===== src/rtl/ifu_fetch.sv =====
// -----------------------------------------------------------------------------
// ifu_fetch
//
// Instruction fetch unit. It sits between the PC register and decode. Each
// cycle it offers the current PC as a word fetch on the instruction bus
// (req/gnt/rvalid). It keeps the address of every granted fetch so that the
// data, which returns in order, can be tagged with its address. Returned
// instructions are buffered in a small FIFO that feeds decode through a
// valid/ready handshake.
//
// A jump flushes the FIFO. Fetches that are still in flight at that point are
// remembered as "discard" credits, and their responses are dropped when they
// arrive.
//
// Ports
//   clk            clock
//   rst            asynchronous, active-high reset
//   pc_i           current PC from the PC register
//   jump_flag_i    flush request; pc_i is stale in this cycle
//   fetch_stall_o  1 = PC register must hold (pc_i not accepted this cycle)
//   ibus_req_o     fetch request
//   ibus_addr_o    fetch address (always pc_i)
//   ibus_gnt_i     request accepted this cycle
//   ibus_rvalid_i  read data valid
//   ibus_rdata_i   read data
//   inst_valid_o   FIFO head valid
//   inst_o         FIFO head instruction, NOP_INST when empty
//   inst_addr_o    FIFO head address, 0 when empty
//   inst_ready_i   decode accepts the head
// -----------------------------------------------------------------------------
module ifu_fetch #(
  parameter int                ADDR_W   = 32,
  parameter int                DATA_W   = 32,
  parameter int                DEPTH    = 2,
  parameter logic [DATA_W-1:0] NOP_INST = 32'h00000013
) (
  input  logic              clk,
  input  logic              rst,
  input  logic [ADDR_W-1:0] pc_i,
  input  logic              jump_flag_i,
  output logic              fetch_stall_o,
  output logic              ibus_req_o,
  output logic [ADDR_W-1:0] ibus_addr_o,
  input  logic              ibus_gnt_i,
  input  logic              ibus_rvalid_i,
  input  logic [DATA_W-1:0] ibus_rdata_i,
  output logic              inst_valid_o,
  output logic [DATA_W-1:0] inst_o,
  output logic [ADDR_W-1:0] inst_addr_o,
  input  logic              inst_ready_i
);

  // Pointer width and counter width. Counters need one extra bit so that the
  // value DEPTH itself is representable.
  localparam int PW = (DEPTH > 1) ? $clog2(DEPTH) : 1;
  localparam int CW = PW + 1;
  // The credit sum adds three counters, so it gets two more bits again.
  localparam int SW = CW + 2;
  localparam logic [SW-1:0] DEPTH_S = SW'(DEPTH);

  // ---------------------------------------------------------------------------
  // State
  // ---------------------------------------------------------------------------
  // Instruction FIFO (address + data per entry).
  logic [ADDR_W-1:0] fifo_addr [DEPTH];
  logic [DATA_W-1:0] fifo_data [DEPTH];
  logic [PW-1:0]     fifo_wptr_reg;
  logic [PW-1:0]     fifo_rptr_reg;
  logic [CW-1:0]     fifo_count_reg;

  // Address queue: one entry per request on the bus whose response has not
  // come back yet, including requests that will be discarded. Its head is
  // always the address belonging to the next rvalid.
  logic [ADDR_W-1:0] aq_mem [DEPTH];
  logic [PW-1:0]     aq_wptr_reg;
  logic [PW-1:0]     aq_rptr_reg;

  // Live in-flight fetches and in-flight fetches orphaned by a jump.
  logic [CW-1:0]     outstanding_reg;
  logic [CW-1:0]     discard_reg;

  // ---------------------------------------------------------------------------
  // Combinational control
  // ---------------------------------------------------------------------------
  logic [SW-1:0] credit_sum;
  logic          accept;
  logic          resp_any;
  logic          resp_disc;
  logic          resp_data;
  logic          fifo_pop;
  logic          fifo_push;
  logic [CW-1:0] fifo_count_next;
  logic [CW-1:0] outstanding_next;
  logic [CW-1:0] discard_next;

  // Credit is computed from registered counts only. Every entry that might
  // still land in the FIFO holds one credit, so the FIFO cannot overflow.
  assign credit_sum = SW'(fifo_count_reg) + SW'(outstanding_reg) + SW'(discard_reg);

  // Request is gated by rst so that nothing is issued while in reset.
  assign ibus_req_o    = !rst && !jump_flag_i && (credit_sum < DEPTH_S);
  assign ibus_addr_o   = pc_i;
  assign accept        = ibus_req_o && ibus_gnt_i;
  assign fetch_stall_o = !accept;

  // A response is meaningful only if something is in flight. Discarded
  // responses are always older than live ones, so they are consumed first.
  assign resp_any  = ibus_rvalid_i && ((discard_reg != '0) || (outstanding_reg != '0));
  assign resp_disc = ibus_rvalid_i && (discard_reg != '0);
  // Live data is written unless a jump flushes it in the same cycle.
  assign resp_data = ibus_rvalid_i && (discard_reg == '0) && (outstanding_reg != '0)
                     && !jump_flag_i;

  assign fifo_push = resp_data;
  assign fifo_pop  = inst_valid_o && inst_ready_i && !jump_flag_i;

  always_comb begin
    fifo_count_next  = fifo_count_reg;
    outstanding_next = outstanding_reg;
    discard_next     = discard_reg;
    if (jump_flag_i) begin
      // All live fetches become orphans. A response arriving in this very
      // cycle retires one of them (whether it was live or already orphaned).
      fifo_count_next  = '0;
      outstanding_next = '0;
      discard_next     = discard_reg + outstanding_reg - CW'(resp_any);
    end else begin
      fifo_count_next  = fifo_count_reg + CW'(fifo_push) - CW'(fifo_pop);
      outstanding_next = outstanding_reg + CW'(accept) - CW'(resp_data);
      discard_next     = discard_reg - CW'(resp_disc);
    end
  end

  // ---------------------------------------------------------------------------
  // Registered control state
  // ---------------------------------------------------------------------------
  always_ff @(posedge clk or posedge rst) begin
    if (rst) begin
      fifo_wptr_reg   <= '0;
      fifo_rptr_reg   <= '0;
      fifo_count_reg  <= '0;
      aq_wptr_reg     <= '0;
      aq_rptr_reg     <= '0;
      outstanding_reg <= '0;
      discard_reg     <= '0;
    end else begin
      fifo_count_reg  <= fifo_count_next;
      outstanding_reg <= outstanding_next;
      discard_reg     <= discard_next;

      if (jump_flag_i) begin
        // Flushing the FIFO: realign both pointers.
        fifo_wptr_reg <= '0;
        fifo_rptr_reg <= '0;
      end else begin
        if (fifo_push) fifo_wptr_reg <= fifo_wptr_reg + 1'b1;
        if (fifo_pop)  fifo_rptr_reg <= fifo_rptr_reg + 1'b1;
      end

      // The address queue is never flushed: orphaned fetches still return
      // data and must pop their own entry.
      if (accept)   aq_wptr_reg <= aq_wptr_reg + 1'b1;
      if (resp_any) aq_rptr_reg <= aq_rptr_reg + 1'b1;
    end
  end

  // ---------------------------------------------------------------------------
  // Storage arrays (no reset; contents are qualified by the counters)
  // ---------------------------------------------------------------------------
  always_ff @(posedge clk) begin
    if (fifo_push) begin
      fifo_addr[fifo_wptr_reg] <= aq_mem[aq_rptr_reg];
      fifo_data[fifo_wptr_reg] <= ibus_rdata_i;
    end
    if (accept) begin
      aq_mem[aq_wptr_reg] <= pc_i;
    end
  end

  // ---------------------------------------------------------------------------
  // Decode-side outputs
  // ---------------------------------------------------------------------------
  assign inst_valid_o = (fifo_count_reg != '0);
  assign inst_o       = inst_valid_o ? fifo_data[fifo_rptr_reg] : NOP_INST;
  assign inst_addr_o  = inst_valid_o ? fifo_addr[fifo_rptr_reg] : '0;

endmodule


===== config.mk =====
export PLATFORM = sky130hd
export DESIGN_NAME = ifu_fetch
export DESIGN_NICKNAME = d
export VERILOG_FILES = /design/src/rtl/ifu_fetch.sv
export SDC_FILE = /design/constraint.sdc
export NUM_CORES = 1
export LEC_CHECK = 0
export CELL_PAD_IN_SITES_DETAIL_PLACEMENT = 0
export CELL_PAD_IN_SITES_GLOBAL_PLACEMENT = 1
export CORE_MARGIN = 10
export CORE_UTILIZATION = 46
export CTS_CLUSTER_DIAMETER = 80
export DETAILED_ROUTE_END_ITERATION = 7
export HOLD_SLACK_MARGIN = 0.05
export PLACE_DENSITY = 0.81
export SETUP_SLACK_MARGIN = 0.4
export SYNTH_ARGS = -nofsm -noshare
export SYNTH_HDL_FRONTEND = slang
export SYNTH_SLANG_ARGS = --single-unit

===== constraint.sdc =====
create_clock -name clk -period 11.65 [get_ports clk]
set_clock_uncertainty 0.05 [all_clocks]
set_input_delay 1.7475 -clock clk [delete_from_list [all_inputs] [get_ports clk]]
set_output_delay 1.7475 -clock clk [all_outputs]
set_load 0.01 [all_outputs]

==> run_results.csv <==
group,metric,value,unit
route,viasPerCell,4.92,
pwr,vdd_ir_drop_max,129,uV
sta,rsz0062_at_grt,"no",
cells_and_area,layout-drive-gt1-share,0.112,
logic_synthesis,synth_warnings,0,
route,vias,4191,
floorplan,io_pins,169,
sta,setup_violations,0,
critical_path,crit_type,"in2out",
clock_network,cts.repair.resized,0,
clock_network,cts_tree,"built",
pwr,p_leak,3.41,nW
status,outcome,"finished clean",
cells_and_area,areaGrowthSynthToFinish,29.3,%
grt,grt_pass1_vias,4588,
clock_network,cts-root-buf,"clkbuf_16",
critical_path,cp_max_fo,12,
grt,grt_use_total,0.133,
sta,period_share,0.449,
floorplan,coreArea,0.0172,mm^2
clock_network,clkLatencyLatePin,490,ps
logic_synthesis,synth_area_per_cell,17.1,um^2
placed_design,gp_congestion,0.747,
logic_synthesis,yosysUniqueCellTypes,30,
cells_and_area,layout_common_cells,"edfxtp_1 (192), clkdlybuf4s50_1 (168), nor2_1 (66)",
grt,grt_pass1_wl,25000,um
critical_path,endpoint_kind,"output pin",
clock_network,cts_sinks,202,
cells_and_area,mostFrequentLayoutCell,"edfxtp_1",
hold_path,hold_class,"reg2reg",
critical_path,r2r_setup_slack,8500,ps
route,first_pass_iters,4,
critical_path,cp_top_family,"buffers and inverters",
cells_and_area,diodes,0,
critical_path,cp-start-kind,"input pin",
clock_network,clk_path_buf_depth,3,
route,drc,0,
route,wl,15800,um
clock_network,cts_made_buffers,21,
logic_synthesis,syn_inst,470,
grt,globalRouteOverflowTotal,0,
placed_design,dp_hpwl,10200,um
clock_network,clkTransAtPathRegs,60,ps
logic_synthesis,synth.area.top_cells,"edfxtp_1 (72%), mux2i_1 (8.1%), mux2_2 (4.5%), buf_4 (3.5%), nor2_1 (3.2%)",
critical_path,timing.rr.end,"aq_mem[0][13]",
logic_synthesis,ys_seq_area_frac,0.748,
sta,tightest_slew,1190,ps
clock_network,h-tree-depth,1,
cells_and_area,seq_area,0.00602,mm^2
grt,antenna_found_initial,1,
critical_path,slowest_stage,"clkdlybuf4s50_1",
floorplan,dieArea,0.0232,mm^2
sta,max_freq,191,MHz
hold_path,whs_path_depth,1,
sta,final.min_clock_period,5230,ps
logic_synthesis,netlist_area,0.00804,mm^2
floorplan,dieWidth,152,um
floorplan,start_util,0.466,
pwr,power_density,169,mW/mm^2
critical_path,crit_arrival,3440,ps
run,cap_viol_max_count,0,
hold_path,hold_end,"aq_wptr_reg",
clock_network,cts_setup_buffers,0,
critical_path,cpPeakStageDelay,740,ps
cells_and_area,multi_input_area,0.00166,mm^2
cells_and_area,reg.largest.list,"aq_mem: 64 flops, fifo_addr: 64 flops, fifo_data: 64 flops",
critical_path,worstPathRequired,9850,ps
critical_path,r2r-start,"fifo_count_reg[1]",
logic_synthesis,synth_area_leader_cell,"edfxtp_1",
sta,hold_violations,0,
critical_path,crit_chain,"clkdlybuf4s50_1, nor2_1, nand3_1, clkdlybuf4s50_1",
route,wl_per_cell,18.5,um
cells_and_area,final_util,0.603,
route,drtIter0Drc,172,
hold_path,hp-start,"aq_wptr_reg",
floorplan,die_y,152,um
floorplan,rows,48,
critical_path,r2r_cells,7,
logic_synthesis,ys_seq_elements,202,
sta,maxSlewHeadroom,0.207,
logic_synthesis,synth.top_cell.area_share,0.717,
grt,grt_max_degree,66,
logic_synthesis,synth_nets,550,
cells_and_area,nets,693,
sta,drv_slew,0,
critical_path,critPathMostFrequentCell,"clkdlybuf4s50_1",
cells_and_area,num-fill-cells,1251,
placed_design,port_buffers,168,
route,ant_nets,0,
critical_path,worst-path-buf-inv,2,
clock_network,cts-hold-fix-buffers,0,
sta,setup-tns-final,0,ps
## per-stage QoR
| step | hold slack (ps) | worst slack [ps] | cell area (um^2) | power [W] | cells |
|---|---|---|---|---|---|
| finish | 496 | 6420 | 10400 | 0.00175 | 852 |
| global route | 526 | 6290 | 10400 | 0.00183 | 852 |
| CTS | 502 | 6400 | 10400 | 0.00178 | 852 |
| detailed placement | 491 | 6400 | 9700 | 0.00110 | 815 |
| global placement | 480 | 6420 | 9700 | 0.00109 | 815 |
| floorplan | 411 | 6290 | 8040 | 0.00102 | 470 |
## kinds of logic (layout without fill, tap and decap cells)
| kind of cell | after synthesis | count (layout) | synth area share |
|---|---|---|---|
| flip-flops | 202 | 202 | 0.748 |
| multiplexers | 97 | 97 | 0.126 |
| AND/OR/NAND/NOR | 82 | 82 | 0.0420 |
| buffers and inverters | 62 | 219 | 0.0490 |
| adder cells (fa/ha/maj) | 10 | 10 | 0.0165 |
| XOR/XNOR | 9 | 9 | 0.0117 |
| AO/OA/AOI/OAI | 8 | 8 | 0.00669 |
## cells in the mapped netlist
library cell  instances
o21ai_0               2
fa_1                  1
xor2_1                2
xor3_1                1
nor3b_1               1
nand2_1               4
edfxtp_1            192
mux2i_1              65
and3_1                1
inv_1                11
a21o_1                1
ha_1                  9
o41a_1                1
buf_2                12
and2_1                2
nor4_2                1
mux2_2               32
buf_1                 1
nor2_1               69
xnor2_1               6
nand3_1               1
or4_1                 1
buf_6                 1
buf_4                37
a21oi_1               1
o31ai_1               1
o21a_1                1
dfrtp_1              10
nor2b_1               2
o21ai_1               1
## final cells by class
cell class                      count  area share
Timing Repair Buffer              171       0.164
Clock buffer                       23      0.0513
Inverter                           11     0.00397
Multi-Input combinational cell    206       0.159
Clock inverter                     14      0.0155
Sequential cell                   202       0.579
Tap cell                          225      0.0271
## layer usage
metal | global-route usage | vias to the layer above | wire length, um
met5 | 0 | - | 13
met4 | 0.0362 | 2 | 302
met3 | 0.0457 | 32 | 1280
met2 | 0.227 | 133 | 7860
met1 | 0.155 | 2041 | 6330
li1 | - | 1983 | -
## worst max path at each step
| stage | depth (start not counted) | start | to | slack, ps |
|---|---|---|---|---|
| finish | 4 | jump_flag_i | fetch_stall_o | 6420 |
| CTS | 4 | jump_flag_i | fetch_stall_o | 6400 |
| floorplan | 3 | jump_flag_i | fifo_addr[0][0] | 6290 |
| detailed placement | 4 | jump_flag_i | fetch_stall_o | 6400 |
| global route | 4 | jump_flag_i | fetch_stall_o | 6290 |
| global placement | 4 | jump_flag_i | fetch_stall_o | 6420 |
## worst reg2reg max path: cells and delay by family, from the launching register on
family | cells | cell delay [ps]
fa+ha+maj | 2 | 820
flops | 1 | 410
buf+inv | 2 | 160
simple gates | 3 | 1330
## power by group
group          switching [W]  total [W]  internal, W
registers          0.0000190   0.000862     0.000843
logic               0.000103   0.000220     0.000116
clock network       0.000256   0.000672     0.000416
total               0.000378    0.00175      0.00138
(Power assumes the default switching activity.)
